==> config.mk <==
export PLATFORM = sky130hd
export DESIGN_NAME = uart_frame_ctrl
export DESIGN_NICKNAME = d
export VERILOG_FILES = /design/src/rtl/uart_pkg.sv /design/src/rtl/uart_frame_ctrl_frame_buf.sv /design/src/rtl/uart_frame_ctrl.sv
export SDC_FILE = /design/constraint.sdc
export NUM_CORES = 1
export LEC_CHECK = 0
export BUFFER_PORTS_ARGS = -buffer_cell sky130_fd_sc_hd__buf_2
export CORE_ASPECT_RATIO = 0.8
export CORE_MARGIN = 5
export CORE_UTILIZATION = 50
export CTS_CLUSTER_SIZE = 30
export DETAILED_ROUTE_END_ITERATION = 8
export PLACE_DENSITY = 0.74
export SLEW_MARGIN = 20
export SYNTH_ARGS = -nofsm -noshare
export SYNTH_HDL_FRONTEND = slang
export SYNTH_HIERARCHICAL = 1
export SYNTH_SLANG_ARGS = --single-unit
==> constraint.sdc <==
create_clock -name clk -period 6.21 [get_ports clk]
set_clock_uncertainty 0.05 [all_clocks]
set_input_delay 0.3105 -clock clk [delete_from_list [all_inputs] [get_ports clk]]
set_output_delay 0.3105 -clock clk [all_outputs]
set_load 0.01 [all_outputs]
==> src/rtl/uart_pkg.sv <==
// Shared types and constants for the UART frame controller.
// No logic; the defaults assume 16x oversampling and 10-bit characters.
package uart_pkg;

    localparam int OVERSAMPLE        = 16;
    localparam int BITS_PER_CHAR     = 10;
    localparam int TIMEOUT_CHARS     = 4;
    localparam int TIMEOUT_TICKS_DEF = TIMEOUT_CHARS * BITS_PER_CHAR * OVERSAMPLE;

    localparam logic [7:0] SYNC_BYTE_DEF = 8'hA5;

    typedef enum logic [2:0] {
        HUNT,
        CMD,
        LEN,
        PAYLOAD,
        CHK,
        EMIT
    } frame_state_t;

    typedef enum logic [1:0] {
        ERR_OVERRUN  = 2'd0,
        ERR_CHECKSUM = 2'd1,
        ERR_LENGTH   = 2'd2,
        ERR_TIMEOUT  = 2'd3
    } frame_err_t;

endpackage

==> src/rtl/uart_frame_ctrl_frame_buf.sv <==
// Payload store: write lands on the next clk edge, read is combinational.
// No backpressure; the controller never writes past the frame length.
module frame_buf #(
    parameter int DEPTH      = 16,
    parameter int DATA_WIDTH = 8,
    parameter int AW         = 4
) (
    input  logic                  clk,
    input  logic                  rst,
    input  logic                  wr_en,
    input  logic [AW-1:0]         wr_idx,
    input  logic [DATA_WIDTH-1:0] wr_data,
    input  logic [AW-1:0]         rd_idx,
    output logic [DATA_WIDTH-1:0] rd_data
);

    logic [DATA_WIDTH-1:0] mem_q [DEPTH];
    logic [DATA_WIDTH-1:0] mem_d [DEPTH];

    always_comb begin
        mem_d = mem_q;
        if (wr_en) begin
            mem_d[wr_idx] = wr_data;
        end
    end

    always_ff @(posedge clk) begin
        if (rst) begin
            mem_q <= '{default: '0};
        end else begin
            mem_q <= mem_d;
        end
    end

    assign rd_data = mem_q[rd_idx];

endmodule

==> src/rtl/uart_frame_ctrl.sv <==
// Frames rx bytes (SYNC,CMD,LEN,payload,CHK) into checked beats; outputs are registered, one edge after the byte.
// Output beats hold while out_ready is low; bytes arriving during emission are dropped with an overrun error.
module uart_frame_ctrl
    import uart_pkg::*;
#(
    parameter int                   DATA_WIDTH    = 8,
    parameter int                   MAX_LEN       = 16,
    parameter logic [DATA_WIDTH-1:0] SYNC_BYTE    = SYNC_BYTE_DEF,
    parameter int                   TIMEOUT_TICKS = TIMEOUT_TICKS_DEF
) (
    input  logic                  clk,
    input  logic                  rst,
    input  logic                  tick,
    input  logic                  rx_done,
    input  logic [DATA_WIDTH-1:0] rx_data,
    output logic                  out_valid,
    input  logic                  out_ready,
    output logic [DATA_WIDTH-1:0] out_data,
    output logic                  out_sof,
    output logic                  out_eof,
    output logic [7:0]            out_len,
    output logic                  err_valid,
    output logic [1:0]            err_code,
    output logic                  busy
);

    localparam int IW = $clog2(MAX_LEN + 1);
    localparam int AW = (MAX_LEN > 1) ? $clog2(MAX_LEN) : 1;
    localparam int TW = $clog2(TIMEOUT_TICKS + 1);
    localparam logic [DATA_WIDTH-1:0] MAX_LEN_B = DATA_WIDTH'(MAX_LEN);
    localparam logic [TW-1:0]         TMO_LAST  = TW'(TIMEOUT_TICKS - 1);

    frame_state_t          state_q, state_d;
    logic [DATA_WIDTH-1:0] opcode_q, opcode_d;
    logic [DATA_WIDTH-1:0] chk_q, chk_d;
    logic [7:0]            len_q, len_d;
    logic [IW-1:0]         idx_q, idx_d;
    logic [IW-1:0]         beat_q, beat_d;
    logic [TW-1:0]         tmo_q, tmo_d;
    logic                  out_valid_q, out_valid_d;
    logic [DATA_WIDTH-1:0] out_data_q, out_data_d;
    logic                  out_sof_q, out_sof_d;
    logic                  out_eof_q, out_eof_d;
    logic                  err_valid_q, err_valid_d;
    frame_err_t            err_code_q, err_code_d;
    logic                  busy_q, busy_d;

    logic                  buf_wr_en;
    logic [DATA_WIDTH-1:0] buf_rd_data;

    frame_buf #(
        .DEPTH      (MAX_LEN),
        .DATA_WIDTH (DATA_WIDTH),
        .AW         (AW)
    ) u_frame_buf (
        .clk     (clk),
        .rst     (rst),
        .wr_en   (buf_wr_en),
        .wr_idx  (idx_q[AW-1:0]),
        .wr_data (rx_data),
        .rd_idx  (beat_q[AW-1:0]),
        .rd_data (buf_rd_data)
    );

    always_comb begin
        state_d     = state_q;
        opcode_d    = opcode_q;
        chk_d       = chk_q;
        len_d       = len_q;
        idx_d       = idx_q;
        beat_d      = beat_q;
        tmo_d       = tmo_q;
        out_valid_d = out_valid_q;
        out_data_d  = out_data_q;
        out_sof_d   = out_sof_q;
        out_eof_d   = out_eof_q;
        err_valid_d = 1'b0;
        err_code_d  = err_code_q;
        buf_wr_en   = 1'b0;

        case (state_q)
            HUNT: begin
                if (rx_done && rx_data == SYNC_BYTE) begin
                    state_d = CMD;
                end
            end
            CMD: begin
                if (rx_done) begin
                    opcode_d = rx_data;
                    chk_d    = rx_data;
                    state_d  = LEN;
                end
            end
            LEN: begin
                if (rx_done) begin
                    if (rx_data > MAX_LEN_B) begin
                        err_valid_d = 1'b1;
                        err_code_d  = ERR_LENGTH;
                        state_d     = HUNT;
                    end else begin
                        len_d   = rx_data;
                        chk_d   = chk_q ^ rx_data;
                        idx_d   = '0;
                        state_d = (rx_data == '0) ? CHK : PAYLOAD;
                    end
                end
            end
            PAYLOAD: begin
                if (rx_done) begin
                    buf_wr_en = 1'b1;
                    chk_d     = chk_q ^ rx_data;
                    idx_d     = idx_q + IW'(1);
                    if (8'(idx_q) + 8'd1 == len_q) begin
                        state_d = CHK;
                    end
                end
            end
            CHK: begin
                if (rx_done) begin
                    if (rx_data == chk_q) begin
                        state_d     = EMIT;
                        beat_d      = '0;
                        out_valid_d = 1'b1;
                        out_data_d  = opcode_q;
                        out_sof_d   = 1'b1;
                        out_eof_d   = (len_q == 8'd0);
                    end else begin
                        err_valid_d = 1'b1;
                        err_code_d  = ERR_CHECKSUM;
                        state_d     = HUNT;
                    end
                end
            end
            EMIT: begin
                if (rx_done) begin
                    err_valid_d = 1'b1;
                    err_code_d  = ERR_OVERRUN;
                end
                if (out_valid_q && out_ready) begin
                    if (out_eof_q) begin
                        out_valid_d = 1'b0;
                        out_sof_d   = 1'b0;
                        out_eof_d   = 1'b0;
                        state_d     = HUNT;
                    end else begin
                        // Next beat k = beat_q+1 carries payload byte k-1, i.e. buf[beat_q].
                        beat_d     = beat_q + IW'(1);
                        out_data_d = buf_rd_data;
                        out_sof_d  = 1'b0;
                        out_eof_d  = (8'(beat_q) + 8'd1 == len_q);
                    end
                end
            end
            default: state_d = HUNT;
        endcase

        // A byte in the same cycle as the terminal tick keeps the frame alive.
        if (state_q inside {CMD, LEN, PAYLOAD, CHK}) begin
            if (rx_done) begin
                tmo_d = '0;
            end else if (tick) begin
                if (tmo_q == TMO_LAST) begin
                    tmo_d       = '0;
                    state_d     = HUNT;
                    err_valid_d = 1'b1;
                    err_code_d  = ERR_TIMEOUT;
                end else begin
                    tmo_d = tmo_q + TW'(1);
                end
            end
        end else begin
            tmo_d = '0;
        end

        busy_d = (state_d != HUNT);
    end

    always_ff @(posedge clk) begin
        if (rst) begin
            state_q     <= HUNT;
            opcode_q    <= '0;
            chk_q       <= '0;
            len_q       <= '0;
            idx_q       <= '0;
            beat_q      <= '0;
            tmo_q       <= '0;
            out_valid_q <= 1'b0;
            out_data_q  <= '0;
            out_sof_q   <= 1'b0;
            out_eof_q   <= 1'b0;
            err_valid_q <= 1'b0;
            err_code_q  <= ERR_OVERRUN;
            busy_q      <= 1'b0;
        end else begin
            state_q     <= state_d;
            opcode_q    <= opcode_d;
            chk_q       <= chk_d;
            len_q       <= len_d;
            idx_q       <= idx_d;
            beat_q      <= beat_d;
            tmo_q       <= tmo_d;
            out_valid_q <= out_valid_d;
            out_data_q  <= out_data_d;
            out_sof_q   <= out_sof_d;
            out_eof_q   <= out_eof_d;
            err_valid_q <= err_valid_d;
            err_code_q  <= err_code_d;
            busy_q      <= busy_d;
        end
    end

    assign out_valid = out_valid_q;
    assign out_data  = out_data_q;
    assign out_sof   = out_sof_q;
    assign out_eof   = out_eof_q;
    assign out_len   = len_q;
    assign err_valid = err_valid_q;
    assign err_code  = err_code_q;
    assign busy      = busy_q;

endmodule

==> reports/qor.yml <==
status:
  status: "finished clean"
floorplan:
  ios: 36
  dieArea_um2: 21200
  start_util_pct: 50.7
  rows: 44
  die_width_um: 161
  die_h_um: 131
  core_area_um2: 18100
synth:
  synth_area_leader_cell: "dfxtp_1"
  yosys.area.top_type_share_pct: 41.4
  postSynthCellCount: 1078
  synth_ff_type: "dfxtp_1"
  avgSynthCellArea_um2: 8.51
  yosysWarnings: 6
  async_flop_share_pct: 0
  synth_seq_cells: 190
  synthesis.nets: 1094
  syn_area_um2: 9180
  synth_edf_count: 0
  ys_types: 59
  synth_area_leaders: "dfxtp_1 (41%), o21ai_0 (8.6%), a21oi_1 (8.6%)"
  ys_seq_area_share_pct: 41.4
final_layout:
  layout_common_cells: "dfxtp_1 (188), o21ai_0 (158), a21oi_1 (157)"
  postLayoutCellArea_um2: 9820
  diodes: 0
  fin_cells: 1271
  nets: 1044
  post-route-util_pct: 54.2
  areaGrowthSynthToFinish_pct: 6.97
  drive_gt1_share_pct: 11.2
  final_common_cell: "dfxtp_1"
drt:
  wl_per_cell_um: 20.2
  drc_errors: 0
  via_count: 8241
  dr.pass1.iters: 5
  via_per_inst: 6.48
  postRouteAntennaNets: 0
  drt_wl_total_mm: 25.7
  drt-initial-drc-count: 1232
place:
  place_area_um2: 9200
  io_buffers: 35
  hpwl_mm: 14.4
  place_inst: 1238
  place.gp.congestion: 0.855
cts:
  post_cts_resized: 0
  cts_tree: "yes"
  htreeDepth: 4
  post_cts_buffers: 0
  clk_latency_ns: 0.44
  holdBufCountCts: 0
  cts_buffers: 17
  cts.clk_slew.worst_paths_ns: 0.07
  cts_root_buffer: "clkbuf_16"
  cts.path.max_buffers: 2
  cts_sinks: 190
power:
  peakVddDrop_mv: 0.170
  power.density_nw_per_um2: 244
  comb_power_share_pct: 2.4
  clkPwrFrac_pct: 46.6
  power.leakage_nw: 3.29
  p_int_mw: 1.84
  power_frac_seq_pct: 50.9
  power.total_mw: 2.39
  p_sw_share_pct: 23.2
  p_switching_uw: 554
global_routing:
  use_met1_pct: 34.5
  grt_pass1_wl_mm: 41.1
  busiest_layer: "met2"
  antenna_found_initial: 0
  grt.total_usage_pct: 23.8
  gr-usage-met3_pct: 5.51
  grt_pass1_vias: 7523
  grt_remaining_overflow: 0
  grt_max_degree: 105
  grt_use_met2_pct: 35.6
worst_hold_path:
  hp-start: "tick"
  hp-class: "in2reg"
critical_path:
  critPathKind: "reg2reg"
  cp-end-kind: "register"
  crit_fanout: 32
  worstSetupStartpoint: "state_q[0]$_SDFF_PP0_"
  crit_arrival_ns: 3.28
  r2r-start: "state_q[0]$_SDFF_PP0_"
  critPathLaunchType: "register"
  crit_required_ns: 6.43
timing:
  period_share_pct: 49.3
  rsz0062_at_grt: "no"
  max_slew_margin_pct: 24.9
  fin_crit_ns: 3.06
  finalSetupViolations: 0
  fmaxAchievable_ghz: 0.327
  hold_violations: 0
  drv_slew: 0
  fin_tns_setup_ns: 0
  tightest_slew_ns: 1.13
job:
  cap_viol_max_count: 0
-- logic make-up after synthesis --
logic type,count (synthesis),share of synthesized area (%)
and+or+nand+nor,326,18.1
AOI/OAI and AO/OA,369,21.8
xor gates and xnor gates,28,2.67
adders and majority gates,3,0.409
DFF,190,41.4
muxes,41,9.32
buffers and inverters,121,6.19
-- synth_stat cells (all sizes together) (3+ instances only) --
library cell  count
nand2            60
o21ai           158
or3b              3
nand4             8
clkbuf           80
nand3           145
ha                3
dfxtp           190
a22oi            25
inv               4
nand2b            5
nor2             43
nor2b             7
xor2             21
a21oi           157
or3               7
and2b             3
a211oi            9
nor3              6
xnor2             7
mux2i             9
nor3b             7
mux4             32
a31oi             3
nand3b            4
nor4              5
and3              5
and2              9
buf              37
-- worst max-delay path, stage by stage, from the launching register on --
cell and delay [ns]:
dfxtp_1 0.64, nand3_1 0.33, inv_1 0.41, nand3b_1 0.81, o21ai_0 0.51, a21oi_1 0.13
-- path summary, 6_finish.rpt --
| path | endpoint | slack (ns) | depth (start not counted) |
|---|---|---|---|
| min reg2reg | opcode_q[4]$_SDFFE_PP0P_ | 0.41 | 2 |
| min | tmo_q[0]$_SDFFE_PP0P_ | 0.16 | 3 |
| max | u_frame_buf/mem_q[76]$_SDFFE_PP0P_ | 3.15 | 5 |
| max reg2reg | u_frame_buf/mem_q[76]$_SDFFE_PP0P_ | 3.15 | 5 |
-- metal layers --
metal  wire (µm)  vias up
li1            -     3808
met1       11200     3976
met2       11500      420
met3        2700       37
met4         327        0
met5           0        -
-- state kept, by name, indices dropped and copies added, names as in the netlist --
register / cells
opcode_q: 8
tmo_q: 10
out_sof: 1
out_valid: 1
busy: 1
beat_q: 5
out_len: 8
out_eof: 1
out_data: 8
err_code: 2
chk_q: 8
u_frame_buf/mem_q: 128
state_q: 3
err_valid: 1
idx_q: 5
-- layout make-up --
type | count | area, µm²
Fill cell | 1620 | 8290
Multi-Input combinational cell | 767 | 4830
Clock buffer | 18 | 439
Inverter | 4 | 15.0
Tap cell | 230 | 288
Timing Repair Buffer | 48 | 283
Sequential cell | 190 | 3810
Clock inverter | 14 | 160
-- stage by stage --
step | setup WS (ns) | hold WS (ns)
3_5_place_dp | 3.21 | 0.399
3_3_place_gp | 3.33 | 0.388
4_1_cts | 3.14 | 0.150
5_1_grt | 2.90 | 0.180
6_report | 3.15 | 0.157
2_1_floorplan | 3.94 | 0.386
-- power by group through the flow --
stage	logic, mW	registers [mW]	clock network, mW
after floorplan	0.0387	1.25	0
after global placement	0.0566	1.25	0
after detailed placement	0.0564	1.25	0
after CTS	0.0564	1.22	1.13
after global routing	0.0614	1.22	1.19
final	0.0584	1.22	1.12
(Power assumes the default switching activity.)
